[src/rtl/ne_dot_pkg.sv]
// ne_dot_pkg: shared defaults and FSM state type for the dot-product accumulator
package ne_dot_pkg;
    localparam int IN_W  = 31;
    localparam int ACC_W = 40;
    localparam int CNT_W = 8;

    typedef enum logic {IDLE_ACC, HOLD} acc_state_t;
endpackage

[src/rtl/ne_cpa.sv]
// ne_cpa: registered carry-propagate adder resolving a redundant (sum, carry) pair, with valid/last sideband
// Ports: clk, rst_n (async active-low); in_valid/in_ready/in_sum/in_carry/in_last upstream;
//        advance (downstream consumes this cycle), valid/val/last registered stage outputs.
module ne_cpa
    import ne_dot_pkg::*;
#(
    parameter int W = IN_W
) (
    input  logic         clk,
    input  logic         rst_n,
    input  logic         in_valid,
    output logic         in_ready,
    input  logic [W-1:0] in_sum,
    input  logic [W-1:0] in_carry,
    input  logic         in_last,
    input  logic         advance,
    output logic         valid,
    output logic [W-1:0] val,
    output logic         last
);
    assign in_ready = !valid || advance;

    always_ff @(posedge clk or negedge rst_n) begin
        if (!rst_n) begin
            valid <= 1'b0;
            val   <= '0;
            last  <= 1'b0;
        end else if (in_valid && in_ready) begin
            valid <= 1'b1;
            val   <= in_sum + in_carry;
            last  <= in_last;
        end else if (advance) begin
            valid <= 1'b0;
        end
    end
endmodule

[src/rtl/ne_dot_accum.sv]
// ne_dot_accum: streaming signed dot-product accumulator fed by a carry-save tree
// Ports: clk, rst_n (async active-low); in_valid/in_ready/in_sum/in_carry/in_last input beats;
//        out_valid/out_ready/out_acc/out_cnt/out_ovf result port (registered).
module ne_dot_accum
    import ne_dot_pkg::*;
#(
    parameter int IN_W  = ne_dot_pkg::IN_W,
    parameter int ACC_W = ne_dot_pkg::ACC_W,
    parameter int CNT_W = ne_dot_pkg::CNT_W
) (
    input  logic             clk,
    input  logic             rst_n,
    input  logic             in_valid,
    output logic             in_ready,
    input  logic [IN_W-1:0]  in_sum,
    input  logic [IN_W-1:0]  in_carry,
    input  logic             in_last,
    output logic             out_valid,
    input  logic             out_ready,
    output logic [ACC_W-1:0] out_acc,
    output logic [CNT_W-1:0] out_cnt,
    output logic             out_ovf
);
    logic             s1_valid, s1_last, s1_adv, ov;
    logic [IN_W-1:0]  s1_val;
    logic [ACC_W-1:0] acc, ext, nxt;
    logic [CNT_W-1:0] cnt, cnt_inc;
    logic             ovf;
    acc_state_t       state;

    // only a last beat can be blocked: it would overwrite a result not yet taken
    assign s1_adv  = s1_valid && !(s1_last && out_valid && !out_ready);
    assign ext     = {{(ACC_W-IN_W){s1_val[IN_W-1]}}, s1_val};
    assign nxt     = acc + ext;
    assign ov      = (acc[ACC_W-1] == ext[ACC_W-1]) && (nxt[ACC_W-1] != acc[ACC_W-1]);
    assign cnt_inc = &cnt ? cnt : cnt + CNT_W'(1);

    ne_cpa #(.W(IN_W)) u_cpa (
        .clk      (clk),
        .rst_n    (rst_n),
        .in_valid (in_valid),
        .in_ready (in_ready),
        .in_sum   (in_sum),
        .in_carry (in_carry),
        .in_last  (in_last),
        .advance  (s1_adv),
        .valid    (s1_valid),
        .val      (s1_val),
        .last     (s1_last)
    );

    always_ff @(posedge clk or negedge rst_n) begin
        if (!rst_n) begin
            state     <= IDLE_ACC;
            acc       <= '0;
            cnt       <= '0;
            ovf       <= 1'b0;
            out_acc   <= '0;
            out_cnt   <= '0;
            out_ovf   <= 1'b0;
            out_valid <= 1'b0;
        end else begin
            if (s1_adv && !s1_last) begin
                acc <= nxt;
                cnt <= cnt_inc;
                ovf <= ovf | ov;
            end
            if (s1_adv && s1_last) begin
                out_acc   <= nxt;
                out_cnt   <= cnt_inc;
                out_ovf   <= ovf | ov;
                out_valid <= 1'b1;
                state     <= HOLD;
                acc       <= '0;
                cnt       <= '0;
                ovf       <= 1'b0;
            end else if (state == HOLD && out_ready) begin
                out_valid <= 1'b0;
                state     <= IDLE_ACC;
            end
        end
    end
endmodule

[config.mk]
export PLATFORM = sky130hd
export DESIGN_NAME = ne_dot_accum
export DESIGN_NICKNAME = d
export VERILOG_FILES = /design/src/rtl/ne_dot_pkg.sv /design/src/rtl/ne_cpa.sv /design/src/rtl/ne_dot_accum.sv
export SDC_FILE = /design/constraint.sdc
export NUM_CORES = 1
export LEC_CHECK = 0
export CAP_MARGIN = 25
export CORE_AREA = 2 2 152 154
export CTS_CLUSTER_DIAMETER = 40
export DETAILED_ROUTE_END_ITERATION = 8
export DIE_AREA = 0 0 154 156
export PLACE_DENSITY = 0.69
export SYNTH_ARGS = -nofsm -noshare
export SYNTH_HDL_FRONTEND = slang
export SYNTH_SLANG_ARGS = --single-unit
[constraint.sdc]
create_clock -name clk -period 3.64 [get_ports clk]
set_clock_uncertainty 0.15 [all_clocks]
set_input_delay 0.728 -clock clk [delete_from_list [all_inputs] [get_ports clk]]
set_output_delay 0.728 -clock clk [all_outputs]
set_load 0.01 [all_outputs]
Word-level counts from Yosys, hierarchy flattened
Index checks and enable logic that the tools add are counted.
W data, S select, Z words.
{ "op_classes": {"eq_ne": 2, "bitwise": 1, "n_mux": 11, "n_reduce_logical": 17, "n_mul": 0, "shift": 0, "addsub": 3, "magnitude_cmp": 0, "n_div": 0} }
{ "op_table": {"columns": ["operator", "count"], "rows": [
  ["$mux W40", 2],
  ["$add A40 B40 Y40", 1],
  ["$add A31 B31 Y31", 1],
  ["$mux W8", 3],
  ["$add A8 B1 Y8 const B", 1],
  ["$logic_and A1 B1 Y1", 8],
  ["$reduce_and A8 Y1", 1],
  ["$mux W1", 6],
  ["$reduce_bool A2 Y1", 3],
  ["$logic_not A1 Y1", 4],
  ["$eq A1 B1 Y1", 1],
  ["$logic_or A1 B1 Y1", 1],
  ["$ne A1 B1 Y1", 1],
  ["$or A1 B1 Y1", 1]
]} }
{ "totals": {"inputBits": 67, "elab_cells": 44, "ramBits": 0, "mem_count": 0, "rom_bits": 0, "out_inout_bits": 51, "latchBits": 0, "register_bits": 132} }

Longest topological paths before layout
{ "depth": {"word_depth": 7, "mapped_depth": 12, "depth_no_buf": 12} }

Cells and area by module
Synthesis repeated with hierarchy kept, for this count alone.
{ "unflattened": {"cells_unflattened": 1022, "area_unflattened_um2": 9128.8} }
{ "modules_own_cells": {"columns": ["module", "cells_per_inst", "area_per_inst_um2", "seq_area_each_um2", "instances"], "rows": [
  ["ne_dot_accum", 672, 6233.5, 2477.4, 1],
  ["ne_cpa", 350, 2895.3, 825.8, 1]
]} }

Worst setup path after synthesis
OpenSTA, ideal clock, no wires.
{ "synth_timing": {"path_kind": "input port to flip-flop", "start": "input in_sum[0]", "end": "register u_cpa.val[26]", "arrival_time_ps": 3057, "setup_slack_ps": 364, "n_path_buf": 0, "path_stages": 12, "setup_ps": 69, "required_ps": 3421, "path_cell_list": "ha_1 -> inv_1 -> fa_1 -> nand2b_1 -> a211oi_1 -> o31ai_1 -> a2111oi_0 -> nor2_1 -> o21ai_2 -> a21oi_1 -> or4b_1 -> nand3_1"} }
{ "synth_via": {"elab_chain_len": 1} }
{ "synth_lines": {"columns": ["element", "line_no", "source"], "rows": [
  ["start: declaration", "ne_dot_accum.sv:15", "input logic [IN_W-1:0] in_sum,"],
  ["$add A31 B31 Y31", "ne_cpa.sv:30", "val <= in_sum + in_carry;"],
  ["end signal: assignment", "ne_cpa.sv:30", null],
  ["end: declaration", "ne_cpa.sv:18", "output logic [W-1:0] val,"]
]} }
Every way passes these cells.
A chain may end at the register's enable or synchronous reset.

Worst setup path in the final report
Ends and elaborated chain as after synthesis.

==> metrics <==
status=complete, no violations; minimum clock period=3.41 ns; Worst path depth=13; Syn. warnings=0; crit path max-delay cell type=or4b_1; H-tree Lvls=4; via/cell ratio=roughly 5.5; delay-heaviest family, CP=compound AO/OA/AOI/OAI gates; Worst setup EP type=flop; Yosys top cell by area=dfrtp_1; diodes inserted=0; number of buffers created by CTS=17; ranking of synthesized cells by area=dfrtp_1, ha_1, nand2_1; root buf cell=clkbuf_16; Worst Reg-to-Reg Cells=11; routed vias=7,771; Metal-1 WL=10,400 um; WP buf/inv=2; Worst Path Arrival=around 3.6 ns; clk_lat worst skew=0.42 ns; Final #Nets=1,265; Post-synth ARST share=100%; CP required=3.84 ns; Worst Tran Pin Value=0.730 ns; Remaining Overflow, GRT=0; Max Root-Sink Buffers=2; min-delay worst type=input pin to asynchronous set/reset pin; Pwr Density=745 nW/um^2; global-route wire length before repair=between 30,000 and 40,000 um; max cap viols=0; Worst path max stage delay=approximately 0.47 ns; All-Layer GR Usage=approximately a fifth; initial core utilization=around two fifths; max-slew violation count=0; critical path fanouts, max=2; CP Launch Type=input pin; final setup vio count=0; hold_buf cts=0; reg2reg start=u_cpa.val[0]$_DFFE_PN0P_; share of Yosys cell area claimed by the top area cell type=37.4%; Core Rows=55; share of cells above drive strength 1=7.65%; # Post-CTS Setup Buffers=0; vias in the first global route=7,501; CP Launch Point=in_sum[0]; Final Util=49.1%; WL met2=9680 um; Iter 0 DRT Violations=450; CTS Sinks=approximately 130; number of enable flip-flop cells after synthesis=0; Mapped Nets=around 1,100; final wirelength=between 20,000 and 25,000 um; design area=11,000 um^2; top sig layer=met4; sequential area share after synthesis=37.4%; Die Y=~160 um; crit path kind=input pin to flop; worst rel slew slack=51.3%; Worst Setup EP=u_cpa.val[26]$_DFFE_PN0P_; IO Pins=118; Tcrit/Tclk final=93.7%; Seq cells post-synth=~130; leakage power=~5.0 nW; worst vdd ir=0.305 mV; routed wire length per instance=15.2 um; CTS tree=done; core area=22,400 um^2; routability cong.=around 0.92; RSZ-0062 raised after global routing=no; Antenna Nets Post-Route=0; Post-DP HPWL=16,500 um; die width=154 um; Worst-path clk slew=roughly 0.050 ns; FF-to-FF End=out_acc[36]$_DFFE_PN0P_; fmax=0.293 GHz; First-pass DRT Iterations=7; drt drc=0; Netlist cell types=between 70 and 80; syn_area_per_cell=8.77 um^2; number of gates resized after cts=0; met3 wire len=approximately 1200 um; Area Growth Syn to Fin=24.3%; critical-path cell list=clkdlybuf4s50_1 -> ha_1 -> inv_1 -> fa_1 -> nand2b_1 -> a211oi_2 -> o31ai_1 -> a2111oi_1 -> nor2_1 -> o21ai_2 -> a21oi_1 -> or4b_1 -> nand3_1; Syn Std Cell Area=about 9000 um^2; setup TNS=0 ns; Synth top cells by count=nand2_1, dfrtp_1, a21oi_1, ha_1, o21ai_0; post-synthesis cell count=1,007; area post-placement=10,500 um^2; pin count of the biggest net entering global routing=82; Port Buffers=roughly 120; Most used DFF post-synth=dfrtp_1; reg-to-reg slack, setup=around 0.40 ns; top-count cell post-synth=nand2_1; antenna violations before repair=0; final hold violation count=0; die area=24,000 um^2
cell families after synthesis:
group	synth area share [%]
muxes	2.80
DFF	37.4
AOI/OAI and AO/OA	22.3
adders and majority gates	10.4
xor gates and xnor gates	6.30
and+or+nand+nor	17.8
buffers and inverters	3.10
final cells by class:
cell class | count | area [um^2]
flip-flops and latches | 132 | 3300
inverters | 21 | 78.8
clock inverters | 5 | 27.5
multi-input cells | 804 | 5280
well taps | 285 | 357
repair buffers | 150 | 1460
fillers | 2101 | 11400
clock buffers | 25 | 485
worst register-to-register path: stages (launching register included):
cell	delay [ns]
dfrtp_1	0.39
ha_1	0.24
fa_1	0.41
a21oi_1	0.21
o211ai_1	0.16
nor4b_1	0.18
o21ai_1	0.24
a21oi_1	0.13
o211ai_1	0.25
nand2_1	0.21
or4_1	0.50
o311ai_1	0.08
cell usage in the layout, fill, tap and decap left out, types with 30 or more instances in the layout:
cell	netlist	layout
xor2_1	33	33
dfrtp_1	132	132
a22o_1	32	32
buf_4	0	30
clkdlybuf4s50_1	0	116
o21ai_0	68	68
nor2_1	55	53
ha_1	70	70
a21o_1	31	31
a21oi_1	80	80
nand2_1	171	171
stage by stage:
stage	std cells	hold WS, ns	power [mW]	worst slack, ns
6_report	1422	0.0830	8.18	0.228
5_1_grt	1422	0.130	8.85	0.000834
4_1_cts	1422	0.112	8.23	0.0711
3_5_place_dp	1392	0.313	6.68	-0.338
3_3_place_gp	1392	0.308	6.60	-0.343
2_1_floorplan	1007	0.282	5.27	0.364
where the power goes:
part / leakage, nW / total [mW] / switching (mW) / internal, mW
Combinational: 3.12 / 4.25 / 2.29 / 1.96
Clock: 0.253 / 1.51 / 0.597 / 0.910
Sequential: 1.66 / 2.43 / 0.398 / 2.03
Total: 5.02 / 8.18 / 3.28 / 4.90
state kept, by name, summed over array words and instances, names as in the netlist:
register,cells
u_cpa.val,31
out_ovf,1
acc,40
out_acc,40
cnt,8
state,1
u_cpa.valid,1
ovf,1
out_cnt,8
u_cpa.last,1
how the worst min path moves through the flow:
| stage | start | end | slack, ns | cells after the start |
|---|---|---|---|---|
| 5_1_grt | rst_n | out_cnt[5]$_DFFE_PN0P_ | 0.13 | 1 |
| 3_5_place_dp | out_acc[31]$_DFFE_PN0P_ | out_acc[31]$_DFFE_PN0P_ | 0.31 | 2 |
| 4_1_cts | rst_n | out_cnt[3]$_DFFE_PN0P_ | 0.11 | 1 |
| 3_3_place_gp | out_acc[1]$_DFFE_PN0P_ | out_acc[1]$_DFFE_PN0P_ | 0.31 | 2 |
| 6_report | rst_n | out_cnt[3]$_DFFE_PN0P_ | 0.08 | 1 |
| 2_1_floorplan | rst_n | acc[0]$_DFFE_PN0P_ | 0.28 | 0 |
metal layers:
| layer | vias to the layer above | GRT usage, % |
|---|---|---|
| met2 | 235 | 30.5 |
| met3 | 24 | 2.89 |
| li1 | 3869 | - |
| met4 | 0 | 5.56 |
| met5 | - | 0 |
| met1 | 3643 | 26.1 |
Note: power is estimated with default switching activity, not from simulation.
